File: src/rtl/mcmem_ctrl.sv
// rtl/mcmem_ctrl.sv - load/store sequencer for a word-wide registered synchronous data memory
// Optional alignment trap: define MCMEM_CTRL_ALIGN_TRAP_EN to turn misaligned/illegal accesses into ERR.
module mcmem_ctrl #(
  parameter int MEM_LAT = 2
) (
  input  logic        i_clk,
  input  logic        i_clrn,
  input  logic        i_req,
  input  logic        i_wr,
  input  logic [1:0]  i_size,
  input  logic        i_sext,
  input  logic [31:0] i_addr,
  input  logic [31:0] i_wdata,
  output logic        o_ack,
  output logic [31:0] o_rdata,
  output logic        o_misalign,
  output logic [31:0] o_m_addr,
  output logic [31:0] o_m_datain,
  output logic        o_m_we,
  input  logic [31:0] i_m_dataout
);

  typedef enum logic [2:0] {
    S_IDLE  = 3'd0,
    S_READ  = 3'd1,
    S_WRITE = 3'd2,
    S_DONE  = 3'd3,
    S_ERR   = 3'd4
  } state_t;

  localparam logic [2:0] LC_LAST = 3'(MEM_LAT);

  state_t      r_state;
  state_t      w_next;
  logic [2:0]  r_cnt;
  logic        r_wr;
  logic        r_sext;
  logic [1:0]  r_size;
  logic [31:0] r_addr;
  logic [31:0] r_wdata;
  logic [31:0] r_buf;
  logic [31:0] r_rdata;

  logic [1:0]  w_size;
  logic [31:0] w_addr;
  logic        w_bad;
  logic        w_read_end;
  logic [7:0]  w_byte;
  logic [15:0] w_half;
  logic [31:0] w_load;
  logic [31:0] w_merge;

`ifdef MCMEM_CTRL_ALIGN_TRAP_EN
  always_comb begin
    w_size = i_size;
    w_addr = i_addr;
    w_bad  = (i_size == 2'b11) ||
             ((i_size == 2'b01) && i_addr[0]) ||
             ((i_size == 2'b10) && (i_addr[1:0] != 2'b00));
  end
`else
  // Without the trap the request is normalised: size 11 becomes word, stray low bits are cleared.
  always_comb begin
    w_size = (i_size == 2'b11) ? 2'b10 : i_size;
    w_addr = i_addr;
    if (w_size == 2'b10) begin
      w_addr[1:0] = 2'b00;
    end else if (w_size == 2'b01) begin
      w_addr[0] = 1'b0;
    end
    w_bad = 1'b0;
  end
`endif

  assign w_read_end = (r_state == S_READ) && (r_cnt == LC_LAST);

  always_ff @(posedge i_clk or negedge i_clrn) begin
    if (!i_clrn) begin
      r_state <= S_IDLE;
    end else begin
      r_state <= w_next;
    end
  end

  always_comb begin
    w_next = r_state;
    case (r_state)
      S_IDLE: begin
        if (i_req) begin
          if (w_bad) begin
            w_next = S_ERR;
          end else if (i_wr && (w_size == 2'b10)) begin
            w_next = S_WRITE;
          end else begin
            w_next = S_READ;
          end
        end
      end
      S_READ: begin
        if (r_cnt == LC_LAST) begin
          w_next = r_wr ? S_WRITE : S_DONE;
        end
      end
      S_WRITE: w_next = S_DONE;
      S_DONE:  w_next = S_IDLE;
      S_ERR:   w_next = S_IDLE;
      default: w_next = S_IDLE;
    endcase
  end

  assign w_byte = i_m_dataout[{r_addr[1:0], 3'b000} +: 8];
  assign w_half = i_m_dataout[{r_addr[1], 4'b0000} +: 16];

  always_comb begin
    case (r_size)
      2'b00:   w_load = {{24{r_sext & w_byte[7]}}, w_byte};
      2'b01:   w_load = {{16{r_sext & w_half[15]}}, w_half};
      default: w_load = i_m_dataout;
    endcase
  end

  // Write word: store data inserted into the buffered read word, or the whole store word.
  always_comb begin
    w_merge = r_buf;
    case (r_size)
      2'b00:   w_merge[{r_addr[1:0], 3'b000} +: 8] = r_wdata[7:0];
      2'b01:   w_merge[{r_addr[1], 4'b0000} +: 16] = r_wdata[15:0];
      default: w_merge = r_wdata;
    endcase
  end

  always_ff @(posedge i_clk or negedge i_clrn) begin
    if (!i_clrn) begin
      r_cnt   <= 3'd0;
      r_wr    <= 1'b0;
      r_sext  <= 1'b0;
      r_size  <= 2'b00;
      r_addr  <= 32'd0;
      r_wdata <= 32'd0;
      r_buf   <= 32'd0;
      r_rdata <= 32'd0;
    end else begin
      case (r_state)
        S_IDLE: begin
          r_cnt <= 3'd0;
          if (i_req) begin
            r_wr    <= i_wr;
            r_sext  <= i_sext;
            r_size  <= w_size;
            r_addr  <= w_addr;
            r_wdata <= i_wdata;
          end
        end
        S_READ: begin
          r_cnt <= r_cnt + 3'd1;
          if (w_read_end) begin
            r_cnt <= 3'd0;
            r_buf <= i_m_dataout;
            if (!r_wr) begin
              r_rdata <= w_load;
            end
          end
        end
        default: r_cnt <= 3'd0;
      endcase
    end
  end

  assign o_ack      = (r_state == S_DONE) || (r_state == S_ERR);
`ifdef MCMEM_CTRL_ALIGN_TRAP_EN
  assign o_misalign = (r_state == S_ERR);
`else
  assign o_misalign = 1'b0;
`endif
  assign o_m_we     = (r_state == S_WRITE);
  assign o_m_addr   = r_addr;
  assign o_m_datain = w_merge;
  assign o_rdata    = r_rdata;

endmodule

File: config.mk
export PLATFORM = sky130hd
export DESIGN_NAME = mcmem_ctrl
export DESIGN_NICKNAME = d
export VERILOG_FILES = /design/src/rtl/mcmem_ctrl.sv
export SDC_FILE = /design/constraint.sdc
export NUM_CORES = 1
export LEC_CHECK = 0
export ABC_AREA = 1
export BUFFER_PORTS_ARGS = -buffer_cell sky130_fd_sc_hd__clkbuf_2
export CORE_ASPECT_RATIO = 0.7
export CORE_MARGIN = 2
export CORE_UTILIZATION = 52
export CTS_CLUSTER_DIAMETER = 80
export DETAILED_ROUTE_END_ITERATION = 10
export PLACE_DENSITY = 0.88
export SYNTH_ARGS = -nofsm -noshare
export SYNTH_HDL_FRONTEND = slang
export SYNTH_SLANG_ARGS = --single-unit
File: constraint.sdc
create_clock -name i_clk -period 2.1 [get_ports i_clk]
set_input_delay 0.21 -clock i_clk [delete_from_list [all_inputs] [get_ports i_clk]]
set_output_delay 0.21 -clock i_clk [all_outputs]
set_load 0.03 [all_outputs]
==> After elaboration in Yosys (flattened, before gate mapping) <==
Cells that the tools add are included.
{ "word_totals": {"reg_bits": 138, "in_bits": 103, "output_inout_bits": 99, "wordCells": 56} }
{ "classes": {"n_addsub": 3, "n_eq_ne": 11, "n_shift": 6, "muxes": 15, "bitwise": 3, "reduce_logical": 9} }
{ "ops": {"columns": ["op", "n"], "rows": [
  ["32-bit case mux with 2 select lines", 2],
  ["32-bit bitwise mux", 2],
  ["16-bit by 7-bit variable shift with 32-bit output (first input constant)", 1],
  ["8-bit by 7-bit variable shift with 32-bit output (first input constant)", 1],
  ["16-bit by 7-bit indexed part select with 32-bit output", 1],
  ["32-bit by 6-bit indexed part select with 16-bit output", 1],
  ["32-bit by 6-bit indexed part select with 8-bit output", 1],
  ["8-bit by 7-bit indexed part select with 32-bit output", 1],
  ["5-bit negation with 7-bit output", 2],
  ["3-bit 2-to-1 mux", 4],
  ["3-bit by 2-bit equality test with 1-bit output (second input constant)", 3],
  ["3-bit case mux with 3 select lines", 1],
  ["2-bit AND reduction", 3],
  ["2-bit by 1-bit equality test with 1-bit output (second input constant)", 2],
  ["2-bit equality test (second input constant)", 2],
  ["1-bit 2-to-1 mux", 4],
  ["2-bit 2-to-1 mux", 2],
  ["3-bit by 1-bit adder with 3-bit output (second input constant)", 1],
  ["3-bit by 1-bit equality test with 1-bit output (second input constant)", 1],
  ["3-bit equality test (second input constant)", 1],
  ["3-bit logical NOT", 1],
  ["3-bit AND reduction", 1],
  ["1-bit bitwise AND", 2],
  ["1-bit logical AND", 2],
  ["other kinds (5)", 5]
]} }

==> Logic depth before layout (Yosys ltp) <==
{ "depth": {"word_depth": 7, "mapped_depth": 11, "ltp_nobuf": 9} }

==> Worst setup path before layout <==
No wires, ideal clock.
{ "synth_path": {"path_type": "reg-to-output", "startpoint": "register r_addr[1] (netlist: o_m_addr[1])", "endpoint": "output port o_m_datain[12]", "arrival_ps": 2350, "required_ps": 1890, "slack_ps": -460, "path_stages_with_launch": 9, "n_path_buf": 3, "path_cell_list": "dfrtp_1 > buf_4 > inv_2 > clkbuf_1 > ha_1 > inv_1 > clkbuf_1 > nand3_1 > o221ai_1"} }
{ "synth_via": {"elab_chain_len": 4, "elab_cells_between_ends": 9, "cone_classes": "add/sub (2); shift (4); mux (3)"} }
{ "synth_rtl": {"columns": ["item", "line", "source"], "rows": [
  ["start, declared", "39", "logic [31:0] r_addr;"],
  ["start signal, assigned", "150", "r_addr <= w_addr;"],
  ["5-bit negation with 7-bit output, on equally long branches", "127, 126", null],
  ["16-bit by 7-bit indexed part select with 32-bit output (tied with other cells)", "127", "2'b01: w_merge[{r_addr[1], 4'b0000} +: 16] = r_wdata[15:0];"],
  ["32-bit bitwise mux, on equally long branches", "127, 126", null],
  ["32-bit case mux with 2 select lines (*)", "125", "case (r_size)"],
  ["end, declared", "18", "output logic [31:0] o_m_datain,"]
]} }
Every way passes the cells marked *; elsewhere a longest branch is shown, timed or not.

==> Worst setup path in the final report <==
{ "layout_path": {"startpoint": "register r_addr[0] (netlist: o_m_addr[0])", "endpoint": "output port o_m_datain[19]"} }
{ "layout_via": {"elab_chain_len": 4, "elab_cells_between_ends": 5, "cone_classes": "add/sub (1); shift (2); mux (2)"} }
{ "layout_rtl": {"columns": ["item", "line", "source"], "rows": [
  ["5-bit negation with 7-bit output (*)", "126", "2'b00: w_merge[{r_addr[1:0], 3'b000} +: 8] = r_wdata[7:0];"],
  ["8-bit by 7-bit indexed part select with 32-bit output / 8-bit by 7-bit variable shift with 32-bit output (equally long branches)", "126", null],
  ["32-bit bitwise mux (*)", "126", null],
  ["32-bit case mux with 2 select lines (*)", "125", null]
]} }
Marked as above.

==> impl_metrics.tcl <==
set metrics [dict create \
    route.met3.wl_um 2450 \
    reg2regPathDepth 7 \
    drt_pass1_iterations 5 \
    grt_pass1_wl_um 37000 \
    violations "negative setup slack" \
    cp-endpoint "o_m_datain[19]" \
    cts_made_buffers 17 \
    drive_gt1_frac 0.299 \
    rsz0062_at_grt "true" \
    synth-compound-area-share 0.134 \
    r2r-end "o_rdata[27]" \
    synth_top_family_by_area "simple AND/OR/NAND/NOR gates" \
    dp_hpwl_um 15900 \
    io_pins 202 \
    insertedDiodeCount 0 \
    dpl_cell_area_um2 8360 \
    yosys.area.top_type "dfrtp_1" \
    cts-root-buf "clkbuf_16" \
    rrSetupSlack_ns 0.18 \
    antenna_found_initial 0 \
    crit_fanout 8 \
    yosysMostFrequentCell "nand2_1" \
    place_congestion 0.952 \
    synthArstFlopShare 1.00 \
    yosys.area_share.simple 0.271 \
    drc 0 \
    rows 35 \
    yosysWarnings 0 \
    finalInstanceArea_um2 10000 \
    routed_via_density 5.50 \
    synth.net_count 1048 \
    yosysTopAreaCellShare 0.489 \
    maxCapViolations 0 \
    ys_types 31 \
    leakage_nw 5.44 \
    critical_path_class "reg2out" \
    setup_violations 32 \
    wl_met1_um 9870 \
    cp-startpoint "o_m_addr[0]" \
    top_layer_used "met4" \
    critPathLaunchType "register" \
    grt_pass1_vias 7218 \
    path_clk_slew_ns 0.06 \
    cts_max_path_buffers 2 \
    cp_data_arrival_time_ns 2.11 \
    tightest_slew_ns 0.698 \
    fin_crit_ns 2.32 \
    period_share 1.10 \
    cellPowerDensity_nw_per_um2 1750 \
    synth_commonest_cells "nand2_1, dfrtp_1, inv_1" \
    cp.required_ns 1.89 \
    fmaxAchievable_mhz 432 \
    dieArea_um2 14400 \
    area_growth_pct 43.3 \
    muxShareOfSynthArea 0.00161 \
    drtIter0Drc 730 \
    die-height_um 101 \
    nets 1306 \
    wl_um 23900 \
    synth-adder-area-share 0.0196 \
    synth_edf_count 0 \
    postSynthCellCount 934 \
    start_util 0.533 \
    cts.sinks 137 \
    status "finished with violations" \
    hold_path_class "in2reg" \
    cts_tree "done" \
    clk-insertion-delay-late_ns 0.42 \
    irDropWorstVdd_uv 1400 \
    synthFlopType "dfrtp_1" \
    syn_area_um2 7010 \
    r2r_start "r_size[0]" \
    syn_area_per_cell_um2 7.50 \
    finalPower_mw 17.6 \
    grt_usage 0.334 \
    ant_nets 0 \
    grt_max_degree 63 \
    dr_wl_met2_um 10900 \
    h-tree-depth 4 \
    die-width_um 143 \
    ys_seq_elements 137 \
    num_vias 7535 \
    worstSetupEndpointType "primary output" \
    finalWorstSetupSlack_ns -0.215 \
    gr-total-overflow 0 \
    core_um2 13100 \
    timing_max_transition_violations_final 0 \
    hold_viol_final 0 \
    slew_headroom 0.533 \
    synthTopCellsByArea "dfrtp_1, nand2_1, inv_1, o21ai_0, a21oi_1" \
    port_buffers 200 \
    synth_xor_xnor_area_share 0.00125 \
    routedWlPerCell_um 17.4 \
    skew_ns 0.0112 \
    yosysSeqAreaShare 0.489 \
]
registers in the layout, indices dropped and copies added, names as in the netlist:
signal	cells
o_m_addr	32
o_rdata	32
r_buf	32
r_wdata	32
r_cnt	3
r_size	2
r_state	2
r_sext	1
r_wr	1
worst max-delay path, cell delays in order, from the launching register on:
cell,delay (ns)
dfrtp_2,0.42
inv_4,0.06
ha_4,0.29
inv_4,0.04
nor2_4,0.14
nand3_4,0.17
o22ai_1,0.15
nand2_1,0.12
nand3_2,0.10
clkbuf_4,0.19
where the power goes:
group | total [mW] | internal [mW] | switching, mW
registers | 4.72 | 3.82 | 0.894
clock network | 3.14 | 2.01 | 1.14
logic | 9.71 | 3.60 | 6.11
how the worst min path moves through the flow:
stage | startpoint | end | slack [ns] | depth (start not counted)
2_1_floorplan | i_clrn | o_m_addr[0] | -0.09 | 0
3_3_place_gp | i_clrn | r_buf[3] | 0.24 | 1
3_5_place_dp | i_clrn | r_buf[5] | 0.23 | 1
4_1_cts | i_addr[14] | o_m_addr[14] | 0.0009 | 3
5_1_grt | i_wdata[21] | r_wdata[21] | 0.01 | 3
6_report | i_addr[14] | o_m_addr[14] | 0.001 | 3
stage by stage:
step | setup TNS [ns] | std cells | hold slack, ns | setup slack, ns | util
2_1_floorplan | -0.0434 | 934 | -0.0856 | -0.0434 | -
3_3_place_gp | 0 | 1279 | 0.236 | 0.176 | 0.637
3_5_place_dp | 0 | 1279 | 0.233 | 0.134 | 0.637
4_1_cts | -1.89 | 1367 | 0.000887 | -0.134 | 0.750
5_1_grt | -5.26 | 1370 | 0.0135 | -0.300 | 0.764
6_report | -3.12 | 1370 | 0.00100 | -0.215 | 0.764
cells by family (layout without fill, tap and decap cells):
family,count (synthesis),in the layout
compound gates,168,168
xor+xnor,1,1
fa+ha+maj,11,11
buf+inv,147,417
flops,137,137
mux,1,1
other cells,1,1
simple gates,468,468
placed cells by master (no fill, tap or decap), drive strengths merged:
master and instances:
a21oi 58, dfrtp 137, buf 56, xnor2 1, clkbuf 202, nand4 2
mux2 1, nand3 44, o32ai 1, dlygate4sd3 47, nand2 361, nor2 37
clkinv 5, inv 98, a31oi 1, or2 23, clkinvlp 3, bufbuf 2
o221ai 6, o211ai 9, bufinv 4, a22oi 2, o22ai 17, nand3b 1
o21ai 73, conb 1, ha 11, a211oi 1
repair_timing:
action | in CTS | in global routing
pin swaps | 5 | 12
gates cloned | 2 | 0
hold buffers | 47 | 0
endpoints found under the setup margin | 32 | 32
buffers inserted | 8 | 3
gates resized for setup | 72 | 62
hold endpoints to repair | 104 | 0
metal layers:
layer | vias to the layer above | GRT usage
li1 | 3482 | -
met1 | 3531 | 0.462
met2 | 464 | 0.529
met3 | 58 | 0.0827
met4 | 0 | 0.0982
met5 | - | 0
final cells by class:
| class | instances | area [um2] |
|---|---|---|
| clock inverter | 12 | 175 |
| multi-input combinational | 650 | 3260 |
| tap | 166 | 208 |
| timing repair buffer | 288 | 2140 |
| fill | 939 | 3090 |
| sequential | 137 | 3430 |
| clock buffer | 19 | 443 |
| inverter | 98 | 380 |
Note: power is estimated with default switching activity, not from simulation.
